$ cat src/rtl/mmio_peripherals.sv
// Memory-mapped LEDs, switches, debounced push-button and 7-segment digits on the data bus.
// Optional button interrupt (STATUS bit2 enable, irq output) is built when PERIPH_BTN_IRQ_EN is defined.
module mmio_peripherals #(
    parameter logic [31:0] BASE_ADDR       = 32'h0000_0400,
    parameter int          NLED            = 10,
    parameter int          NSW             = 10,
    parameter int          NDIG            = 6,
    parameter int          DEBOUNCE_CYCLES = 16
) (
    input  logic              clk,
    input  logic              reset,
    input  logic              we,
    input  logic [31:0]       addr,
    input  logic [31:0]       wdata,
    output logic [31:0]       rdata,
    input  logic              button,
    input  logic [NSW-1:0]    switches,
    output logic [NLED-1:0]   leds,
    output logic [7*NDIG-1:0] hex,
    output logic              irq
);

    localparam int CW = $clog2(DEBOUNCE_CYCLES + 1);

    logic [NLED-1:0]   ledQ;
    logic [4*NDIG-1:0] hexQ;
    logic [NSW-1:0]    swSync1Q, swSync2Q;
    logic              btnSync1Q, btnSync2Q;
    logic [CW-1:0]     cntQ, cntD, cntInc;
    logic              levelQ, levelD, eventQ, eventD;
    logic              toggle, rise;
    logic              sel, wrLed, wrHex, wrStatus;
    logic [3:0]        off;

    assign sel      = (addr[31:4] == BASE_ADDR[31:4]);
    assign off      = addr[3:0];
    assign wrLed    = we && sel && (off == 4'h0);
    assign wrHex    = we && sel && (off == 4'h8);
    assign wrStatus = we && sel && (off == 4'hC);

    // The debounced level toggles on the DEBOUNCE_CYCLES-th consecutive disagreeing cycle.
    always_comb begin
        cntInc = cntQ + CW'(1);
        toggle = (btnSync2Q != levelQ) && (cntInc == CW'(DEBOUNCE_CYCLES));
        rise   = toggle && !levelQ;
        levelD = toggle ? ~levelQ : levelQ;
        cntD   = ((btnSync2Q == levelQ) || toggle) ? '0 : cntInc;
        eventD = eventQ;
        if (wrStatus && wdata[1]) eventD = 1'b0;
        if (rise)                 eventD = 1'b1;
    end

    always_ff @(posedge clk or posedge reset) begin
        if (reset) begin
            ledQ      <= '0;
            hexQ      <= '0;
            swSync1Q  <= '0;
            swSync2Q  <= '0;
            btnSync1Q <= 1'b0;
            btnSync2Q <= 1'b0;
            cntQ      <= '0;
            levelQ    <= 1'b0;
            eventQ    <= 1'b0;
        end else begin
            if (wrLed) ledQ <= wdata[NLED-1:0];
            if (wrHex) hexQ <= wdata[4*NDIG-1:0];
            swSync1Q  <= switches;
            swSync2Q  <= swSync1Q;
            btnSync1Q <= button;
            btnSync2Q <= btnSync1Q;
            cntQ      <= cntD;
            levelQ    <= levelD;
            eventQ    <= eventD;
        end
    end

`ifdef PERIPH_BTN_IRQ_EN
    logic enableQ, irqQ;

    always_ff @(posedge clk or posedge reset) begin
        if (reset) begin
            enableQ <= 1'b0;
            irqQ    <= 1'b0;
        end else begin
            if (wrStatus) enableQ <= wdata[2];
            irqQ <= eventQ && enableQ;
        end
    end

    assign irq = irqQ;
`else
    assign irq = 1'b0;
`endif

    always_comb begin
        rdata = '0;
        if (sel) begin
            case (off)
                4'h0: rdata[NLED-1:0]   = ledQ;
                4'h4: rdata[NSW-1:0]    = swSync2Q;
                4'h8: rdata[4*NDIG-1:0] = hexQ;
                4'hC: begin
                    rdata[0] = levelQ;
                    rdata[1] = eventQ;
`ifdef PERIPH_BTN_IRQ_EN
                    rdata[2] = enableQ;
`endif
                end
                default: rdata = '0;
            endcase
        end
    end

    // Segment order {g,f,e,d,c,b,a}, active-low.
    function automatic logic [6:0] segDecode(input logic [3:0] nib);
        case (nib)
            4'h0: segDecode = 7'b1000000;
            4'h1: segDecode = 7'b1111001;
            4'h2: segDecode = 7'b0100100;
            4'h3: segDecode = 7'b0110000;
            4'h4: segDecode = 7'b0011001;
            4'h5: segDecode = 7'b0010010;
            4'h6: segDecode = 7'b0000010;
            4'h7: segDecode = 7'b1111000;
            4'h8: segDecode = 7'b0000000;
            4'h9: segDecode = 7'b0010000;
            4'hA: segDecode = 7'b0001000;
            4'hB: segDecode = 7'b0000011;
            4'hC: segDecode = 7'b1000110;
            4'hD: segDecode = 7'b0100001;
            4'hE: segDecode = 7'b0000110;
            default: segDecode = 7'b0001110;
        endcase
    endfunction

    for (genvar i = 0; i < NDIG; i++) begin : gDigit
        assign hex[7*i +: 7] = segDecode(hexQ[4*i +: 4]);
    end

    assign leds = ledQ;

endmodule

$ cat config.mk
export PLATFORM = sky130hd
export DESIGN_NAME = mmio_peripherals
export DESIGN_NICKNAME = d
export VERILOG_FILES = /design/src/rtl/mmio_peripherals.sv
export SDC_FILE = /design/constraint.sdc
export NUM_CORES = 1
export LEC_CHECK = 0
export CORE_MARGIN = 3
export CORE_UTILIZATION = 36
export CTS_BUF_LIST = sky130_fd_sc_hd__clkbuf_8 sky130_fd_sc_hd__clkbuf_16
export DETAILED_ROUTE_END_ITERATION = 8
export PLACE_DENSITY = 0.68
export SLEW_MARGIN = 10
export SYNTH_ARGS = -nofsm -noshare
export SYNTH_HDL_FRONTEND = slang
export SYNTH_SLANG_ARGS = --single-unit
$ cat constraint.sdc
create_clock -name clk -period 2.9 [get_ports clk]
set_input_delay 0.58 -clock clk [delete_from_list [all_inputs] [get_ports clk]]
set_output_delay 0.58 -clock clk [all_outputs]
set_load 0.05 [all_outputs]
==> results of run 1 <==
[placed cells by master, fill, tap and decap left out, drive strengths merged, types with 8 or more instances in the layout]
| cell | count |
|---|---|
| a21oi | 15 |
| a22o | 10 |
| and2 | 8 |
| buf | 63 |
| clkbuf | 9 |
| clkdlybuf4s50 | 69 |
| conb | 9 |
| dfrtp | 63 |
| dlygate4sd2 | 11 |
| dlymetal6s2s | 25 |
| ha | 37 |
| inv | 22 |
| mux2 | 36 |
| mux2i | 20 |
| nand2 | 25 |
| nor2 | 52 |
| nor2b | 10 |
| o21ai | 14 |
[area by class of cell]
type	instances	area, um^2	share of cell area
flip-flops and latches	63	1580	0.242
repair buffers	168	1900	0.292
clock buffers	9	225	0.0346
well taps	140	175	0.0269
multi-input cells	306	2500	0.385
clock inverters	7	47.5	0.00730
inverters	21	78.8	0.0121
[kinds of logic (layout without fill, tap and decap cells)]
family,count (synthesis),count (layout),synth area share
compound gates,58,58,0.0914
xor+xnor,4,4,0.00836
fa+ha+maj,37,37,0.110
buf+inv,55,205,0.0621
flops,63,63,0.376
mux,63,63,0.182
other cells,1,9,0.000895
simple gates,134,135,0.168
[worst max-delay path by stage]
| stage | startpoint | endpoint | slack [ns] |
|---|---|---|---|
| floorplan | addr[14] | rdata[0] | -0.1 |
| global placement | addr[20] | rdata[1] | -0.21 |
| detailed placement | addr[20] | rdata[0] | -0.21 |
| CTS | addr[31] | rdata[8] | -0.008 |
| global route | addr[12] | rdata[0] | -0.02 |
| finish | addr[12] | rdata[0] | 0.06 |
[routing by layer]
layer,track usage,vias to the layer above,share of wire
met2,0.300,109,0.50
met4,0.0546,0,0.016
met3,0.0313,13,0.052
li1,-,1731,-
met1,0.218,1686,0.43
met5,0,-,0
[metrics by stage]
step                      cells   util  cell area, um^2  hold slack, ns
after floorplan             423      -             4220           0.331
after detailed placement    695  0.544             6050           0.336
final                       714  0.585             6510           0.344
after global routing        714  0.585             6510           0.356
after CTS                   713  0.575             6400           0.345
after global placement      695  0.544             6050           0.332
[power breakdown]
part           internal, mW  switching, mW
Sequential            0.898        0.00803
Clock                 0.577          0.388
Combinational         0.100         0.0896
[worst register-to-register path: cells and delay by family, from the launching register on]
| family | cells | cell delay (ns) |
|---|---|---|
| multiplexers | 1 | 0.35 |
| flip-flops | 1 | 0.40 |
| AND/OR/NAND/NOR | 2 | 0.25 |
| adder cells (fa/ha/maj) | 1 | 0.23 |
[what timing repair did]
action / 4_1_cts / 5_1_grt
gates cloned: 1 / 0
resized for setup: 32 / 32
setup endpoints to repair: 18 / 41
setup buffers: 1 / 1
pin swaps: 11 / 10
[registers in the layout, summed over array words and instances, names as in the netlist]
name and count:
btnSync1Q 1, eventQ 1, hexQ 24, levelQ 1
btnSync2Q 1, swSync2Q 10, leds 10, swSync1Q 10
cntQ 5
==> qor.tcl, run 1 <==
set qor(run_status) {finished clean}
set qor(wl_um) 11200
set qor(cts_hold_repair.buffers) 0
set qor(crit_path_max_fanout) 5
set qor(floorplan.die.width_um) 114
set qor(timing.setup.tns_ns) 0
set qor(ff2ff_setup_slack_ns) 1.55
set qor(grt_first_pass_wirelength_um) 17900
set qor(core_area_um2) 11100
set qor(p_leak_nw) 3.13
set qor(drtIter0Drc) 275
set qor(path_cells) {clkdlybuf4s50_1, nor4_2, nand4_1, buf_4, or2_4, nor2b_4, buf_12}
set qor(number_of_clock_buffers_inserted_by_tritoncts) 9
set qor(grt_pass1_vias) 3647
set qor(clk-insertion-delay-late_ns) 0.32
set qor(max_clock_freq_mhz) 352
set qor(route.detailed.vias_per_inst) 4.96
set qor(post_dr_wirelength_cell_um) 15.6
set qor(tritoncts) {done}
set qor(most_common_cell_in_the_netlist) {dfrtp_1}
set qor(period_minus_slack_ns) 2.84
set qor(hold_path_depth) 0
set qor(postSynth.asyncResetShare) 1.00
set qor(synthCells) 415
set qor(timing_max_transition_violations_final) 0
set qor(ys_dominant_reg_cell) {dfrtp_1}
set qor(grt.overflow.total) 0
set qor(critical_path.endpoint_type) {primary output}
set qor(critPathSlowestCell) {clkdlybuf4s50_1}
set qor(gp_congestion) 0.826
set qor(cp_slowest_stage_delay_ns) 0.43
set qor(fillCellCount) 942
set qor(worstPathBufferInverterCount) 3
set qor(post-synth-top-area-cell) {dfrtp_1}
set qor(timing.rr.start) {cntQ[0]}
set qor(initial_antenna_violation_count) 0
set qor(critical_path.top_delay_family) {simple AND/OR/NAND/NOR gates}
set qor(period_utilisation_layout) 0.979
set qor(placement.io_buffers) 145
set qor(critical_path_class) {input pin to primary output}
set qor(postLayoutSetupSlackWorst_ns) 0.0609
set qor(drive_gt1_frac) 0.226
set qor(finalHoldViolations) 0
set qor(grt_max_degree) 38
set qor(drtPass1Iterations) 4
set qor(global_route.usage.total) 0.173
set qor(timing_worst_slew_pin_value_ns) 0.605
set qor(floorplan.initialDensity) 0.377
set qor(synthTopCellsByArea) {dfrtp_1 38%, ha_1 11%, mux2_1 5.4%}
set qor(design.die.area_um2) 13000
set qor(timing.max_slew.rel_slack) 0.596
set qor(syn_area_per_cell_um2) 10.1
set qor(ys_seq_elements) 63
set qor(drc) 0
set qor(floorplan.die.height_um) 114
set qor(place_hpwl_um) 8460
set qor(yosysSeqAreaShare) 0.376
set qor(hold_wc_path_type) {flip-flop to flip-flop}
set qor(antenna_left) 0
set qor(pre_cts_setup_slack_ns) -0.205
set qor(critical_hold_path_startpoint) {swSync1Q[9]}
set qor(synth_top_cells_by_count) {63 x dfrtp_1, 52 x nor2_1, 37 x ha_1, 25 x nand2_1, 21 x inv_1}
set qor(worstHoldEndpoint) {swSync2Q[9]}
set qor(clkSinkCount) 63
set qor(placementRows) 38
set qor(fin_total_pwr_mw) 2.06
set qor(clock-skew-final_ns) 0.00763
set qor(worstSetupPathDepth) 7
set qor(routed-via-count) 3539
set qor(reg2reg_to) {levelQ}
set qor(synth-edff-count) 0
set qor(maxCapViolations) 0
set qor(reg2regPathDepth) 4
set qor(critPathLaunchType) {input pin}
set qor(io_pins) 163
set qor(cts_root_buffer) {clkbuf_16}
set qor(antenna_cells) 0
set qor(synth.cell_area_um2) 4190
set qor(finalNetCount) 684
set qor(vdd_ir_drop_max_mv) 0.275
set qor(power.density_cell_area_nw_per_um2) 317
set qor(synth.distinct_cells) 41
set qor(synth.yosys.warnings) 0
set qor(clock_pin_slew_worst_setup_and_hold_paths_ns) 0.05
set qor(clock_tree.buffer_depth) 2
set qor(synth.top_cell.area_share) 0.376
set qor(setup_viol) 0
set qor(cts_h_tree_lvls) 3
set qor(cp_data_required_time_ns) 2.32
set qor(layout-area-overhead-vs-synth_pct) 55.3
set qor(cp.arrival_ns) 2.26
(Power assumes the default switching activity.)
==> run 2, diff against run 1 <==
- ABC_AREA: not set -> 1
- CORE_ASPECT_RATIO: not set -> 1.5
==> qor.tcl, run 2 <==
set qor(run_status) {finished clean}
set qor(final.hold.worst_slack_ns) 0.345
set qor(use_met3) 0.0384
set qor(critPathLaunchType) {flip-flop}
set qor(worstHoldEndpoint) {swSync2Q[2]}
set qor(power.density_cell_area_nw_per_um2) 342
set qor(global_route.usage.total) 0.183
set qor(maxCapViolations) 0
set qor(fin_total_pwr_mw) 2.20
set qor(timing.rr.start) {cntQ[0]}
set qor(cp.arrival_ns) 2.20
set qor(busiest_layer) {met2}
set qor(global_route.usage.met1) 0.202
set qor(initial_antenna_violation_count) 0
set qor(syn_area_per_cell_um2) 7.62
set qor(floorplan.die.height_um) 139
set qor(largest_register) {hexQ}
set qor(critical_path_class) {flip-flop to primary output}
set qor(crit_path_max_fanout) 6
set qor(ys_dominant_reg_cell) {dfrtp_1}
set qor(route.detailed.vias_per_inst) 4.92
set qor(critical_hold_path_startpoint) {swSync1Q[2]}
set qor(wl_um) 12100
set qor(most_common_cell_in_the_netlist) {nand2_1}
set qor(synth.top_cell.area_share) 0.370
set qor(design.die.area_um2) 13200
set qor(post-synth-top-area-cell) {dfrtp_1}
set qor(routed-via-count) 4247
set qor(critical_path.endpoint_type) {primary output}
set qor(drtIter0Drc) 138
set qor(global_route.usage.met2) 0.333
set qor(reg2regPathDepth) 8
set qor(drtPass1Iterations) 4
set qor(drive_gt1_frac) 0.129
set qor(placement.io_buffers) 145
set qor(clock-skew-final_ns) 0.00208
set qor(final_core_utilization) 0.558
set qor(layout-area-overhead-vs-synth_pct) 50.8
set qor(placementRows) 48
set qor(synth_compound_area_frac) 0.111
set qor(ys_seq_elements) 63
set qor(timing_worst_slew_pin_value_ns) 0.644
set qor(hold_wc_path_type) {flip-flop to flip-flop}
set qor(synth_simple_gate_area_share) 0.313
set qor(post_dr_wirelength_cell_um) 14.0
set qor(io_pins) 163
set qor(postSynth.asyncResetShare) 1.00
set qor(yosys.area_share.adder) 0.109
set qor(mostFrequentLayoutCell) {nand2_1}
set qor(cts_root_buffer) {clkbuf_16}
set qor(rsz0062_at_grt) {false}
set qor(gp_congestion) 0.888
set qor(max_clock_freq_mhz) 359
set qor(ff2ff_setup_slack_ns) 1.39
set qor(floorplan.die.width_um) 94.9
set qor(finalNetCount) 823
set qor(cts_h_tree_lvls) 3
set qor(synth.yosys.warnings) 0
set qor(post_synth_mux_area_share) 0
set qor(largest_register_ffs) 24
set qor(vdd_ir_drop_max_mv) 0.411
set qor(timing.max_slew.rel_slack) 0.569
set qor(clk-insertion-delay-late_ns) 0.33
set qor(layout.cells.most_common_list) {163 x nand2_1, 86 x clkdlybuf4s50_1, 63 x dfrtp_1}
set qor(period_minus_slack_ns) 2.78
set qor(reg2reg_to) {cntQ[3]}
set qor(cts_hold_repair.buffers) 0
set qor(antenna_left) 0
set qor(yosys.area_share.xor_xnor) 0.00616
set qor(floorplan.initialDensity) 0.370
set qor(grt_first_pass_wirelength_um) 19400
set qor(timing_max_transition_violations_final) 0
set qor(grt.overflow.total) 0
set qor(p_leak_nw) 3.32
set qor(number_of_clock_buffers_inserted_by_tritoncts) 9
set qor(cp_data_required_time_ns) 2.32
set qor(hold_path_depth) 0
set qor(period_utilisation_layout) 0.960
set qor(setup_viol) 0
set qor(postLayoutSetupSlackWorst_ns) 0.116
set qor(synthTopCellsByArea) {dfrtp_1 37%, nand2_1 14%, ha_1 11%}
set qor(clock_tree.buffer_depth) 2
set qor(pre_cts_setup_slack_ns) 0.0420
set qor(synth_top_cells_by_count) {163 x nand2_1, 63 x dfrtp_1, 52 x nor2_1, 45 x a21oi_1, 43 x inv_1}
set qor(clkSinkCount) 63
set qor(tritoncts) {done}
set qor(clock_pin_slew_worst_setup_and_hold_paths_ns) 0.05
set qor(synth_top_family_by_area) {simple AND/OR/NAND/NOR gates}
set qor(drc) 0
set qor(timing.setup.tns_ns) 0
set qor(yosysSeqAreaShare) 0.370
set qor(synth.distinct_cells) 35
set qor(core_area_um2) 11500
set qor(place_hpwl_um) 9500
set qor(grt_max_degree) 30
set qor(synth.cell_area_um2) 4270
set qor(finalHoldViolations) 0
set qor(grt_pass1_vias) 4161
set qor(synthCells) 560
set qor(synth-edff-count) 0
set qor(antenna_cells) 0
## run 2: changes by cell type after synthesis, sizes merged, moves of 18 or more
cell / change
inv: +24
o21ai: +18
mux2i: -20
a21oi: +30
nand2: +139
nand4: +32
mux2: -36
## run 2: report_power, final
| part | switching (mW) | total, mW | internal, mW |
|---|---|---|---|
| combinational | 0.0948 | 0.194 | 0.0988 |
| sequential | 0.00658 | 0.905 | 0.899 |
| clock | 0.371 | 1.10 | 0.729 |
## run 2: layout make-up
cell class	instances	area (um^2)
fill	1081	5100
multi-input combinational	426	2340
timing repair buffer	162	1840
sequential	63	1580
clock buffer	12	267
tap	150	188
inverter	46	175
clock inverter	4	43.8
## run 2: how the worst max path moves through the flow
| stage | to | slack [ns] | from | depth (start not counted) |
|---|---|---|---|---|
| 6_report | hex[19] | 0.12 | hexQ[9] | 5 |
| 5_1_grt | rdata[2] | 0.0007 | addr[10] | 10 |
| 4_1_cts | hex[39] | 0.003 | hexQ[21] | 5 |
| 3_5_place_dp | rdata[23] | 0.04 | addr[1] | 7 |
| 3_3_place_gp | rdata[12] | 0.05 | addr[1] | 7 |
| 2_1_floorplan | rdata[10] | 0.12 | addr[27] | 7 |
## run 2: repair_timing
action                     4_1_cts  5_1_grt
pin swaps                        0        1
buffers inserted                 0        1
resized for setup                3       24
setup endpoints to repair        3       40
## run 2: critical path: stages, from the launching register on
cell,delay (ns)
dfrtp_1,0.43
inv_1,0.18
ha_1,0.23
a21oi_1,0.08
nor2_1,0.13
clkdlybuf4s50_1,0.81
## run 2: cell families after synthesis
group / Yosys count
DFF: 63
buffers and inverters: 79
AOI/OAI and AO/OA: 89
other: 1
xor gates and xnor gates: 3
and+or+nand+nor: 288
adders and majority gates: 37
## run 2: through the flow
| stage | cell area (um^2) | instances |
|---|---|---|
| after floorplan | 4300 | 568 |
| after global placement | 6060 | 846 |
| after detailed placement | 6060 | 846 |
| after CTS | 6360 | 862 |
| after global routing | 6430 | 863 |
| final | 6430 | 863 |
## run 2: layer usage
metal,up-vias,share of wire
li1,2121,-
met1,1972,0.39
met2,136,0.54
met3,18,0.050
met4,0,0.020
met5,-,0
